[src/rtl/ram_block_copier_if.sv]
// RAM port bundle between the block copier (master) and the single-port data RAM (slave).
interface ram_block_copier_if #(
    parameter int ADDR_WIDTH = 16
);
    logic [ADDR_WIDTH-1:0] mem_address;
    logic                  mem_load;
    logic [15:0]           mem_in;
    logic [15:0]           mem_out;

    modport master (
        output mem_address,
        output mem_load,
        output mem_in,
        input  mem_out
    );

    modport slave (
        input  mem_address,
        input  mem_load,
        input  mem_in,
        output mem_out
    );
endinterface

[src/rtl/ram_block_copier.sv]
// DMA-style block copier driving a single-port synchronous RAM (1-cycle read latency).
// Optional constant-fill mode is enabled by defining RAM_BLOCK_COPIER_FILL_EN.
module ram_block_copier #(
    parameter int ADDR_WIDTH = 16
) (
    input  logic                  clk,
    input  logic                  rst_n,
    input  logic                  start,
    input  logic                  abort,
    input  logic [ADDR_WIDTH-1:0] src_addr,
    input  logic [ADDR_WIDTH-1:0] dst_addr,
    input  logic [ADDR_WIDTH:0]   length,
`ifdef RAM_BLOCK_COPIER_FILL_EN
    input  logic                  fill_mode,
    input  logic [15:0]           fill_value,
`endif
    output logic                  busy,
    output logic                  done,
    output logic [ADDR_WIDTH:0]   words_done,
    ram_block_copier_if.master    mem
);

    localparam logic [1:0] IDLE   = 2'd0;
    localparam logic [1:0] READ   = 2'd1;
    localparam logic [1:0] WRITE  = 2'd2;
    localparam logic [1:0] FINISH = 2'd3;

    localparam logic [ADDR_WIDTH:0] LAST_WORD = (ADDR_WIDTH + 1)'(1);

    logic [1:0]            state;
    logic [1:0]            state_nxt;
    logic [ADDR_WIDTH-1:0] src_q;
    logic [ADDR_WIDTH-1:0] dst_q;
    logic [ADDR_WIDTH:0]   remaining_q;
    logic [15:0]           write_data;
    logic                  fill_on;
    logic                  start_fill;

`ifdef RAM_BLOCK_COPIER_FILL_EN
    logic        fill_q;
    logic [15:0] fill_value_q;

    always_ff @(posedge clk or negedge rst_n) begin
        if (!rst_n) begin
            fill_q       <= 1'b0;
            fill_value_q <= '0;
        end else if (state == IDLE && start) begin
            fill_q       <= fill_mode;
            fill_value_q <= fill_value;
        end
    end

    assign fill_on    = fill_q;
    assign start_fill = fill_mode;
    assign write_data = fill_q ? fill_value_q : mem.mem_out;
`else
    assign fill_on    = 1'b0;
    assign start_fill = 1'b0;
    assign write_data = mem.mem_out;
`endif

    // Abort has priority over completion so an aborted last word never produces done.
    always_comb begin
        state_nxt = state;
        case (state)
            IDLE: begin
                if (start) begin
                    if (length == '0)
                        state_nxt = FINISH;
                    else if (start_fill)
                        state_nxt = WRITE;
                    else
                        state_nxt = READ;
                end
            end
            READ: begin
                state_nxt = abort ? IDLE : WRITE;
            end
            WRITE: begin
                if (abort)
                    state_nxt = IDLE;
                else if (remaining_q == LAST_WORD)
                    state_nxt = FINISH;
                else if (fill_on)
                    state_nxt = WRITE;
                else
                    state_nxt = READ;
            end
            FINISH: begin
                state_nxt = IDLE;
            end
            default: begin
                state_nxt = IDLE;
            end
        endcase
    end

    always_ff @(posedge clk or negedge rst_n) begin
        if (!rst_n) begin
            state       <= IDLE;
            src_q       <= '0;
            dst_q       <= '0;
            remaining_q <= '0;
            words_done  <= '0;
        end else begin
            state <= state_nxt;
            if (state == IDLE && start) begin
                src_q       <= src_addr;
                dst_q       <= dst_addr;
                remaining_q <= length;
                words_done  <= '0;
            end else if (state == WRITE) begin
                // The write in this cycle completes even when aborted, so counters still advance.
                src_q       <= src_q + 1'b1;
                dst_q       <= dst_q + 1'b1;
                remaining_q <= remaining_q - 1'b1;
                words_done  <= words_done + 1'b1;
            end
        end
    end

    always_comb begin
        mem.mem_address = '0;
        mem.mem_load    = 1'b0;
        mem.mem_in      = '0;
        case (state)
            READ: begin
                mem.mem_address = src_q;
            end
            WRITE: begin
                mem.mem_address = dst_q;
                mem.mem_load    = 1'b1;
                mem.mem_in      = write_data;
            end
            default: begin
            end
        endcase
    end

    assign busy = (state != IDLE);
    assign done = (state == FINISH);

endmodule

[src/flat_wrapper.sv]
// flat-port wrapper written by rule: the top's interface ports become plain ports
module ram_block_copier_flat 
#(
    parameter int ADDR_WIDTH = 16
)
  (clk, rst_n, start, abort, src_addr, dst_addr, length, busy, done, words_done, mem_mem_address, mem_mem_load, mem_mem_in, mem_mem_out);
  ram_block_copier_if #(.ADDR_WIDTH(ADDR_WIDTH)) mem_i ();
  input  logic clk;
  input  logic rst_n;
  input  logic start;
  input  logic abort;
  input  logic [ADDR_WIDTH-1:0] src_addr;
  input  logic [ADDR_WIDTH-1:0] dst_addr;
  input  logic [ADDR_WIDTH:0] length;
  output logic busy;
  output logic done;
  output logic [ADDR_WIDTH:0] words_done;
  output wire logic [$bits(mem_i.mem_address)-1:0] mem_mem_address;
  output wire logic [$bits(mem_i.mem_load)-1:0] mem_mem_load;
  output wire logic [$bits(mem_i.mem_in)-1:0] mem_mem_in;
  input wire logic [$bits(mem_i.mem_out)-1:0] mem_mem_out;
  assign mem_mem_address = mem_i.mem_address;
  assign mem_mem_load = mem_i.mem_load;
  assign mem_mem_in = mem_i.mem_in;
  assign mem_i.mem_out = mem_mem_out;
  ram_block_copier #(.ADDR_WIDTH(ADDR_WIDTH)) u_core (.clk(clk), .rst_n(rst_n), .start(start), .abort(abort), .src_addr(src_addr), .dst_addr(dst_addr), .length(length), .busy(busy), .done(done), .words_done(words_done), .mem(mem_i));
endmodule
[config.mk]
export PLATFORM = sky130hd
export DESIGN_NAME = ram_block_copier_flat
export DESIGN_NICKNAME = d
export VERILOG_FILES = /design/src/rtl/ram_block_copier_if.sv /design/src/rtl/ram_block_copier.sv /design/src/flat_wrapper.sv
export SDC_FILE = /design/constraint.sdc
export NUM_CORES = 1
export LEC_CHECK = 0
export CAP_MARGIN = 20
export CORE_MARGIN = 10
export CORE_UTILIZATION = 52
export CTS_CLUSTER_DIAMETER = 40
export CTS_CLUSTER_SIZE = 28
export DETAILED_ROUTE_END_ITERATION = 8
export HOLD_SLACK_MARGIN = 0.03
export PLACE_DENSITY = 0.86
export SETUP_SLACK_MARGIN = 0.4
export SLEW_MARGIN = 20
export SYNTH_ARGS = -nofsm -noshare
export SYNTH_HDL_FRONTEND = slang
export SYNTH_SLANG_ARGS = --single-unit
[constraint.sdc]
create_clock -name clk -period 5 [get_ports clk]
set_input_delay 0.5 -clock clk [delete_from_list [all_inputs] [get_ports clk]]
set_output_delay 0.5 -clock clk [all_outputs]
set_load 0.02 [all_outputs]
### Yosys cells after proc, flatten, opt, wreduce, memory -nomap -nowiden

Cells that the tools add are included.

* bits of input ports: 69
* bits in registers: 68
* logic and storage cells: 36

* reductions and logical operators: 5
* equal/unequal tests: 5
* $add $sub $neg: 4
* multiplexer cells: 17

Operators by type and width (count)
* $mux 16: 5
* $mux 17: 4
* $add 16x1->16 const B: 2
* $pmux 16 s2: 1
* $add 17x1->17 const B: 1
* $eq 17x1->1 const B: 1
* $logic_not 17->1: 1
* $sub 17x1->17 const B: 1
* $mux 2: 5
* $pmux 2 s4: 1
* $eq 2x2->1 const B: 2
* $reduce_bool 2->1: 2
* $eq 2x1->1 const B: 1
* $logic_not 2->1: 1
* $ne 2x2->1 const B: 1
* $logic_and 1x1->1: 1
* $mux 1: 1

### Longest topological paths before layout

Gate-level depths: netlist of the first run.

* word-level depth: 4
* mapped depth: 8
* mapped depth without buffers: 6

### Least setup slack after synthesis of the first run

No wires, ideal clock.

* kind: reg-to-output
* from: register u_core.state[0]
* to: output mem_mem_address[5]
* slack: 2.605 ns
* buffers on the path: 2
* cell stages (with the launch flop): 7
* arrival time: 1.895 ns
* cells stage by stage: dfrtp_1 > inv_1 > ha_1 > buf_4 > clkbuf_1 > nand2_1 > a21boi_0

* cells in the longest elaborated chain, start to end: 2

RTL lines
* start: declaration: line ram_block_copier.sv:30 `logic [1:0] state;`
* start signal: assignment: line ram_block_copier.sv:106 `state <= state_nxt;`
* $eq 2x2->1 or $eq 2x1->1 (tied branches): line ram_block_copier.sv:126 `case (state)`
* $pmux 16 s2 *: line ram_block_copier.sv:126
* end: declaration: line flat_wrapper.sv:18 `output wire logic [$bits(mem_i.mem_address)-1:0] mem_mem_address;`

Every way passes the cells marked *; elsewhere a longest branch is shown, timed or not.

### Final worst setup path of the first run

Same ends and word-level chain as after synthesis.

==> results of run 1 <==
[layer usage]
metal | vias to the layer above | part of all wire | GRT usage
met5 | - | 0 | 0
met4 | 0 | 0.017 | 0.0586
met3 | 18 | 0.072 | 0.0472
met2 | 154 | 0.50 | 0.337
met1 | 1854 | 0.41 | 0.243
li1 | 1885 | - | -
[layout by cell type, fill, tap and decap left out, drive strengths merged, types with 16 or more instances in the layout]
master,synthesis,layout
clkdlybuf4s50,0,119
nand2,68,68
dfrtp,68,68
o21ai,48,48
xnor2,27,27
nor2,24,24
nand3,22,22
and2,22,22
xor2,20,20
nor3,16,16
[path summary, 6_finish.rpt]
check	from	end	slack (ps)	cells after the start
min in group clk	u_core.words_done[16]$_DFFE_PN0P_	u_core.words_done[16]$_DFFE_PN0P_	560	2
min	rst_n	u_core.src_q[14]$_DFFE_PN0P_	340	2
max	u_core.state[0]$_DFFE_PN0P_	mem_mem_address[5]	1500	5
max reg2reg	u_core.state[0]$_DFFE_PN0P_	u_core.words_done[13]$_DFFE_PN0P_	1970	6
max in group asynchronous	rst_n	u_core.src_q[10]$_DFFE_PN0P_	4090	2
min reg2reg	u_core.words_done[16]$_DFFE_PN0P_	u_core.words_done[16]$_DFFE_PN0P_	560	2
[kinds of logic (layout without fill, tap and decap cells)]
family / Yosys count / after routing / share of synthesized area
buffers and inverters: 34 / 149 / 0.0323
AO/OA/AOI/OAI: 81 / 81 / 0.111
XOR/XNOR: 47 / 47 / 0.0995
flip-flops: 68 / 68 / 0.411
adder cells (fa/ha/maj): 10 / 10 / 0.0302
AND/OR/NAND/NOR: 225 / 225 / 0.297
multiplexers: 8 / 8 / 0.0193
[where the power goes]
group          internal (mW)  total [mW]  switching, mW  leakage, nW
Clock                  0.329       0.550          0.220        0.115
Sequential             0.758        1.05          0.292        0.844
Combinational          0.598        1.30          0.704         1.13
[state kept, by name, summed over array words and instances, names as in the netlist]
name and count:
u_core.dst_q 16, u_core.remaining_q 17, u_core.src_q 16, u_core.words_done 17, u_core.state 2
[metrics by stage]
step	hold WS, ps	cells	instance area (µm²)
6_report	337	690	5630
2_1_floorplan	204	473	4140
5_1_grt	417	690	5630
3_3_place_gp	533	674	5390
3_5_place_dp	552	674	5390
4_1_cts	384	690	5630
[worst register-to-register path, delay by kind of cell (launching register included)]
family                   cells  cell delay (ps)
AO/OA/AOI/OAI                1              180
flip-flops                   1              400
AND/OR/NAND/NOR              3             1300
buffers and inverters        1              140
adder cells (fa/ha/maj)      1              940
[cell type report]
type,count,area [µm²],share of cell area
Tap cell,102,128,0.0227
Clock inverter,7,115,0.0205
Timing Repair Buffer,122,1210,0.215
Inverter,11,41.3,0.00734
Multi-Input combinational cell,371,2310,0.410
Sequential cell,68,1700,0.302
Clock buffer,9,124,0.0220
==> metrics.sh, run 1 <==
OUTCOME='finished clean'
CP_SLOWEST_CELL='ha_2'
CLOCK_TREE.ROOT_CELL='clkbuf_8'
CORE_REGION_AREA_UM2=7730
CTS_SETUP_BUFFERS=0
NETLIST_INSTANCES=473
ROUTED_VIA_COUNT=3911
WORSTPATHCELLLIST='inv_1 -> ha_2 -> nand2_1 -> a21boi_0 -> clkdlybuf4s50_1'
DP_HPWL_UM=8840
ANTENNA_FOUND_INITIAL=0
IO_BUFFER_COUNT=120
FINAL.SETUP.WORST_SLACK_PS=1500
SYNTH_LARGEST_TYPE_AREA_FRACTION=0.411
SYNTHTOPCELLSBYCOUNT='dfrtp_1, nand2_1, o21ai_0, xnor2_1, nor2_1'
CLK_PATH_BUF_DEPTH=2
CRIT_BUF_INV=2
DETAIL_ROUTE.ITER0.VIOLATIONS=270
ANTENNA_CELLS=0
SYNTHTOLAYOUTAREAGROWTH_PCT=36.0
GP_ROUTABILITY_CONGESTION=0.917
YS_DOMINANT_REG_CELL='dfrtp_1'
IR_WORST_VDD_mV=0.267
DRV_CAP=0
DESIGN.DIE.AREA_UM2=11900
PERIOD_SHARE=0.699
PATH_DELAY_FAMILY='adder cells'
DRCVIOLATIONCOUNT=0
CRITICALPATHCATEGORY='reg -> out'
ROUTEDWLPERCELL_UM=17.3
MAXSLEWVIOLCOUNT=0
GRT_PASS1_VIAS=3777
PIN_COUNT=121
CTSHOLDBUFFERS=0
CTS_TREE='yes'
GLOBALROUTEOVERFLOWTOTAL=0
POWER.TOTAL_mW=2.90
FINALNETCOUNT=662
SEQUENTIAL_ELEMENT_SHARE_OF_THE_SYNTHESIZED_AREA=0.411
ANTENNA_VIOLATING_NETS_POST_ROUTE=0
DIE_WIDTH_UM=109
PLACEMENTROWS=32
START_UTIL=0.536
FINCLKSKEW_PS=11.2
REPORT.FINAL.SETUP_VIOL=0
PWR_DENSITY_CELL_nW_PER_UM2=515
NFILLCELLS=558
WORST-ENDPOINT-REQUIRED_PS=4500
GRT_FIRST_PASS_WIRELENGTH_UM=19000
GRT_START_MAX_NET_PINS=69
TOTAL_LEAKAGE_POWER_nW=2.09
RELSLEWSLACK=0.274
CTS-RESIZED-GATES=0
VIA_PER_INST=5.67
POST_PLACE_WORST_SLACK_PS=1890
CP.ARRIVAL_PS=3000
H-TREE-DEPTH=3
LAYOUT.CORE_UTILIZATION=0.728
SYNTH_CELL_TYPES=41
MAPPEDNETLISTNETS=552
CPPEAKSTAGEDELAY_PS=940
MIN_PATH_TYPE='in -> async'
PROPORTION_OF_LAYOUT_CELLS_WITH_A_DRIVE_SUFFIX_ABOVE_1=0.0476
DIE_HEIGHT_UM=109
SYNTH_AREA_PER_CELL_UM2=8.75
TIMING.FINAL.CRIT_PERIOD_PS=3500
FINAL_HOLD_VIOL_COUNT=0
MAXIMUM_CLOCK_FREQUENCY_MHz=286
LEADING_CELL_TYPES_BY_TOTAL_AREA_AFTER_SYNTHESIS='dfrtp_1, nand2_1, o21ai_0'
PEAK_FANOUT_ALONG_THE_CRITICAL_PATH=59
GRT.TOTAL_USAGE=0.198
SYNTH_TOP_CELL_BY_AREA='dfrtp_1'
TIMING.CRITICAL_PATH.FROM_TYPE='flip-flop'
SYNTH_ENABLE_FLOP_CELLS=0
CLK-INSERTION-DELAY-LATE_PS=350
YOSYS_WARNINGS=0
FINAL.SETUP.TNS_PS=0
WORST_SETUP_PATH_END_KIND='output pin'
SYNTH-ASYNC-RESET-RATIO=1.00
SYNTH.FF_LATCH_COUNT=68
SYN-CELL-AREA_UM2=4140
CTS.REPORTEDPATHS.CLKPINSLEW_PS=80
DR.PASS1.ITERS=4
RSZ0062_AT_GRT='no'
MEASURED_SLEW_AT_THE_WORST_SLEW_CHECK_PIN_PS=1090
TRITONCTS.NUM_BUFFERS=9
CLOCK-SINKS=68
ROUTE.FINAL.WIRE_LENGTH_UM=11900
Note: power is estimated with default switching activity, not from simulation.
==> inputs of run 2 (changes only) <==
CORE_UTILIZATION = 48   (was 52)
PLACE_DENSITY = 0.8   (was 0.86)
clock period = 3.3 ns   (was 5 ns; I/O delays follow)
==> metrics.sh, run 2 (synthesis results as in run 1) <==
GRT_FIRST_PASS_WIRELENGTH_UM=19600
DR.PASS1.ITERS=5
START_UTIL=0.499
RSZ0062_AT_GRT='no'
GRT_PASS1_VIAS=3941
DRCVIOLATIONCOUNT=0
CTS_SETUP_BUFFERS=0
ANTENNA_FOUND_INITIAL=0
CP.ARRIVAL_PS=2360
ROUTED_VIA_COUNT=3873
DIE_HEIGHT_UM=113
WORST-ENDPOINT-REQUIRED_PS=2970
VIA_PER_INST=5.56
ROUTE.FINAL.WIRE_LENGTH_UM=12100
PEAK_FANOUT_ALONG_THE_CRITICAL_PATH=47
FIN_HOLD_WS_PS=541
DPL_CELL_AREA_UM2=5430
MIN_PATH_TYPE='in -> reg'
IR_WORST_VDD_mV=0.456
REG.LARGEST.LIST='u_core.remaining_q x17, u_core.words_done x17'
TRITONCTS.NUM_BUFFERS=9
CLK_PATH_BUF_DEPTH=2
REG_TO_REG_SLACK_SETUP_PS=930
OUTCOME='finished clean'
FINAL_COMMON_CELL='clkdlybuf4s50_1'
NFILLCELLS=692
TIMING.CRITICAL_PATH.FROM_TYPE='flip-flop'
CTS_TREE='yes'
PLACEMENTROWS=33
PWR_DENSITY_CELL_nW_PER_UM2=775
ANTENNA_VIOLATING_NETS_POST_ROUTE=0
H-TREE-DEPTH=3
MAXSLEWVIOLCOUNT=0
RELSLEWSLACK=0.341
MEASURED_SLEW_AT_THE_WORST_SLEW_CHECK_PIN_PS=989
POST_ROUTE_CELL_AREA_UM2=5690
TIMING.FINAL.CRIT_PERIOD_PS=2690
MULTIINPUTGATEAREA_UM2=2320
POWER.TOTAL_mW=4.41
DP_HPWL_UM=9130
FINAL.SETUP.TNS_PS=0
GRT.TOTAL_USAGE=0.182
CLOCK-SINKS=68
PERIOD_SHARE=0.815
PIN_COUNT=121
GP_ROUTABILITY_CONGESTION=0.847
FINAL.SETUP.WORST_SLACK_PS=611
GLOBALROUTEOVERFLOWTOTAL=0
REPORT.FINAL.SETUP_VIOL=0
SYNTHTOLAYOUTAREAGROWTH_PCT=37.5
SEQ_AREA_UM2=1700
DIE_WIDTH_UM=113
CTS.REPORTEDPATHS.CLKPINSLEW_PS=70
DRV_CAP=0
FINCLKSKEW_PS=11.4
WORST_SETUP_PATH_END_KIND='output pin'
PROPORTION_OF_LAYOUT_CELLS_WITH_A_DRIVE_SUFFIX_ABOVE_1=0.0524
IO_BUFFER_COUNT=120
DETAIL_ROUTE.ITER0.VIOLATIONS=254
MAXIMUM_CLOCK_FREQUENCY_MHz=372
CORE_REGION_AREA_UM2=8300
CRITICALPATHCATEGORY='reg -> out'
ANTENNA_CELLS=0
TOTAL_LEAKAGE_POWER_nW=2.13
DESIGN.DIE.AREA_UM2=12700
CLOCK_TREE.ROOT_CELL='clkbuf_8'
FINAL_HOLD_VIOL_COUNT=0
FINALNETCOUNT=666
FINAL_CELL_MIX='clkdlybuf4s50_1, nand2_1, dfrtp_1'
GRT_START_MAX_NET_PINS=60
ROUTEDWLPERCELL_UM=17.3
POST_PLACE_WORST_SLACK_PS=796
CLK-INSERTION-DELAY-LATE_PS=340
## run 2: changes by cell type in the layout (fill, tap and decap cells not counted)
cell | before | now
buf_12 | 0 | 1
buf_4 | 2 | 4
bufinv_16 | 3 | 2
clkbuf_1 | 0 | 1
clkbuf_8 | 9 | 12
clkdlybuf4s50_1 | 119 | 118
clkinv_2 | 2 | 0
clkinvlp_4 | 2 | 1
dlygate4sd3_1 | 0 | 1
dlymetal6s2s_1 | 0 | 1
ha_1 | 9 | 8
ha_4 | 0 | 1
## run 2: area by class of cell
cell class,instances,area share
Inverter,11,0.00726
Clock inverter,3,0.0119
Tap cell,105,0.0231
Timing Repair Buffer,126,0.221
Multi-Input combinational cell,371,0.408
Sequential cell,68,0.299
Clock buffer,13,0.0297
## run 2: through the flow
step / utilization / instances
after floorplan: - / 473
after global placement: 0.654 / 680
after detailed placement: 0.654 / 680
after CTS: 0.684 / 697
after global routing: 0.686 / 697
final: 0.686 / 697
## run 2: worst max-delay path, stage by stage, from the launching register on
cell and delay [ps]:
dfrtp_1 400, inv_1 180, ha_4 260, buf_12 230
a22oi_1 130, nor2b_1 150, clkdlybuf4s50_1 630
## run 2: report_power, final
group | switching (mW) | internal (mW) | total [mW]
logic | 1.09 | 0.933 | 2.03
clock network | 0.309 | 0.488 | 0.798
registers | 0.437 | 1.15 | 1.59
total | 1.84 | 2.57 | 4.41
## run 2: path summary, 6_finish.rpt
path,end,depth (start not counted),start
hold / removal,u_core.dst_q[9]$_DFFE_PN0P_,3,dst_addr[9]
max in group asynchronous,u_core.remaining_q[8]$_DFFE_PN0P_,3,rst_n
setup reg to reg,u_core.dst_q[13]$_DFFE_PN0P_,7,u_core.state[0]$_DFFE_PN0P_
min in group asynchronous,u_core.words_done[15]$_DFFE_PN0P_,3,rst_n
hold reg to reg,u_core.words_done[16]$_DFFE_PN0P_,2,u_core.words_done[16]$_DFFE_PN0P_
setup / recovery,mem_mem_address[14],6,u_core.state[0]$_DFFE_PN0P_
## run 2: layer usage
metal | routed length, µm | share of wire | track usage
met5 | 0 | 0 | 0
met4 | 176 | 0.015 | 0.0516
met3 | 720 | 0.060 | 0.0386
met2 | 5980 | 0.50 | 0.307
met1 | 5180 | 0.43 | 0.230
## run 2: timing repair
action                                 4_1_cts  5_1_grt
endpoints found under the hold margin       27        0
setup endpoints to repair                    0       16
hold buffers                                 1        0
resized for setup                            0        3
==> inputs of run 3 (changes only) <==
CORE_UTILIZATION = 43   (was 48)
PLACE_DENSITY = 0.76   (was 0.8)
clock period = 2.35 ns   (was 3.3 ns; I/O delays follow)
==> metrics.sh, run 3 (synthesis results as in run 1) <==
REG.LARGEST.LIST='u_core.remaining_q x17, u_core.words_done x17'
PIN_COUNT=121
GRTUSAGEMET1=0.213
MAXSLEWVIOLCOUNT=0
CLOCK_TREE.ROOT_CELL='clkbuf_8'
DESIGN.DIE.AREA_UM2=14000
FINAL.SETUP.TNS_PS=0
MAXIMUM_CLOCK_FREQUENCY_MHz=501
CRIT_BUF_INV=4
START_UTIL=0.444
WORST_SETUP_PATH_STARTPOINT='u_core.state[1]$_DFFE_PN0P_'
TIMING.RR.START='u_core.state[0]$_DFFE_PN0P_'
GLOBALROUTEMET2UTIL=0.293
RELSLEWSLACK=0.592
CP.ARRIVAL_PS=1760
REG_TO_REG_SLACK_SETUP_PS=370
RR_ENDPOINT='u_core.dst_q[12]$_DFFE_PN0P_'
GRT_START_MAX_NET_PINS=47
WORST_SETUP_PATH_END_KIND='output pin'
GRT_PASS1_VIAS=3990
OUTCOME='finished clean'
MEASURED_SLEW_AT_THE_WORST_SLEW_CHECK_PIN_PS=612
DIE_WIDTH_UM=118
PEAK_FANOUT_ALONG_THE_CRITICAL_PATH=9
GLOBAL_ROUTE.PEAK_USAGE_LAYER='met2'
DETAIL_ROUTE.ITER0.VIOLATIONS=258
TIMING.FINAL.CRIT_PERIOD_PS=2000
DR.PASS1.ITERS=5
LAYOUT.CORE_UTILIZATION=0.644
IR_WORST_VDD_mV=0.497
PLACEMENTROWS=35
PERIOD_SHARE=0.850
FINCLKSKEW_PS=7.44
FINAL_COMMON_CELL='clkdlybuf4s50_1'
CRITICAL_PATH_DEPTH=7
CLK-INSERTION-DELAY-LATE_PS=340
ANTENNA_FOUND_INITIAL=0
ROUTE.FINAL.WIRE_LENGTH_UM=12600
REPORT.FINAL.SETUP_VIOL=0
MIN_PATH_TYPE='in -> async'
CPPEAKSTAGEDELAY_PS=410
DP_HPWL_UM=9440
GLOBALROUTEOVERFLOWTOTAL=0
RSZ0062_AT_GRT='yes'
ROUTED_VIA_COUNT=3993
GRT_FIRST_PASS_WIRELENGTH_UM=20300
FINAL_HOLD_VIOL_COUNT=0
CRITICALPATHCATEGORY='reg -> out'
DIE_HEIGHT_UM=118
ROUTEDWLPERCELL_UM=17.0
WORST-ENDPOINT-REQUIRED_PS=2120
ANTENNA_CELLS=0
IO_BUFFER_COUNT=120
CP_SLOWEST_CELL='dfrtp_1'
PROPORTION_OF_LAYOUT_CELLS_WITH_A_DRIVE_SUFFIX_ABOVE_1=0.184
PWR_DENSITY_CELL_nW_PER_UM2=1070
TRITONCTS.NUM_BUFFERS=9
H-TREE-DEPTH=3
WORST_R2R_PATH_DEPTH=8
CTS.REPORTEDPATHS.CLKPINSLEW_PS=80
TOTAL_LEAKAGE_POWER_nW=2.36
CLOCK-SINKS=68
GP_ROUTABILITY_CONGESTION=0.828
PATH_DELAY_FAMILY='buffers and inverters'
FINAL_CELL_MIX='clkdlybuf4s50_1, nand2_1, dfrtp_1'
CORE_REGION_AREA_UM2=9330
CTS_TREE='yes'
CRITPATHCAPTURE='mem_mem_address[12]'
CLK_PATH_BUF_DEPTH=2
WORSTPATHCELLLIST='buf_6 -> ha_4 -> buf_4 -> buf_8 -> a22oi_1 -> nor2b_1 -> buf_2'
SYNTHTOLAYOUTAREAGROWTH_PCT=45.0
TIMING.CRITICAL_PATH.FROM_TYPE='flip-flop'
FIN_HOLD_WS_PS=436
ANTENNA_VIOLATING_NETS_POST_ROUTE=0
GRT.TOTAL_USAGE=0.173
FINALNETCOUNT=689
POWER.TOTAL_mW=6.45
MET3_USAGE=0.0350
VIA_PER_INST=5.37
DRCVIOLATIONCOUNT=0
DRV_CAP=0
## run 3: final cells by class
class                           count  area [µm²]
Clock buffer                       10         128
Clock inverter                      6        88.8
Fill cell                         779        3320
Inverter                           11        41.3
Multi-Input combinational cell    371        2520
Sequential cell                    68        1700
Tap cell                          129         161
Timing Repair Buffer              149        1370
## run 3: power by group
group | internal (mW) | switching (mW)
combinational | 1.45 | 1.68
clock | 0.598 | 0.466
sequential | 1.61 | 0.648
total | 3.65 | 2.79
## run 3: worst min path at each step
stage                                         to  slack, ps  depth (start not counted)
3_5_place_dp   u_core.words_done[16]$_DFFE_PN0P_        280                          1
4_1_cts              u_core.src_q[7]$_DFFE_PN0P_        450                          3
5_1_grt              u_core.src_q[5]$_DFFE_PN0P_        470                          3
3_3_place_gp   u_core.words_done[16]$_DFFE_PN0P_        270                          1
2_1_floorplan        u_core.dst_q[0]$_DFFE_PN0P_        -60                          0
6_report       u_core.words_done[15]$_DFFE_PN0P_        440                          2
## run 3: layer usage
metal,vias up,part of all wire
li1,1934,-
met1,1934,0.42
met2,109,0.52
met3,16,0.047
met4,0,0.011
met5,-,0
## run 3: metrics by stage
stage               setup slack, ps  cell area, µm²  instances
floorplan                       432            4150        473
global placement                274            5580        715
detailed placement              120            5580        715
CTS                             291            5840        740
global route                    261            6000        744
finish                          353            6000        744
## run 3: what timing repair did
| item | CTS | global route |
|---|---|---|
| hold buffers | 1 | 0 |
| buffers inserted | 8 | 4 |
| endpoints found under the hold margin | 25 | 0 |
| endpoints found under the setup margin | 52 | 56 |
| pin swaps | 3 | 15 |
| gates resized for setup | 126 | 47 |
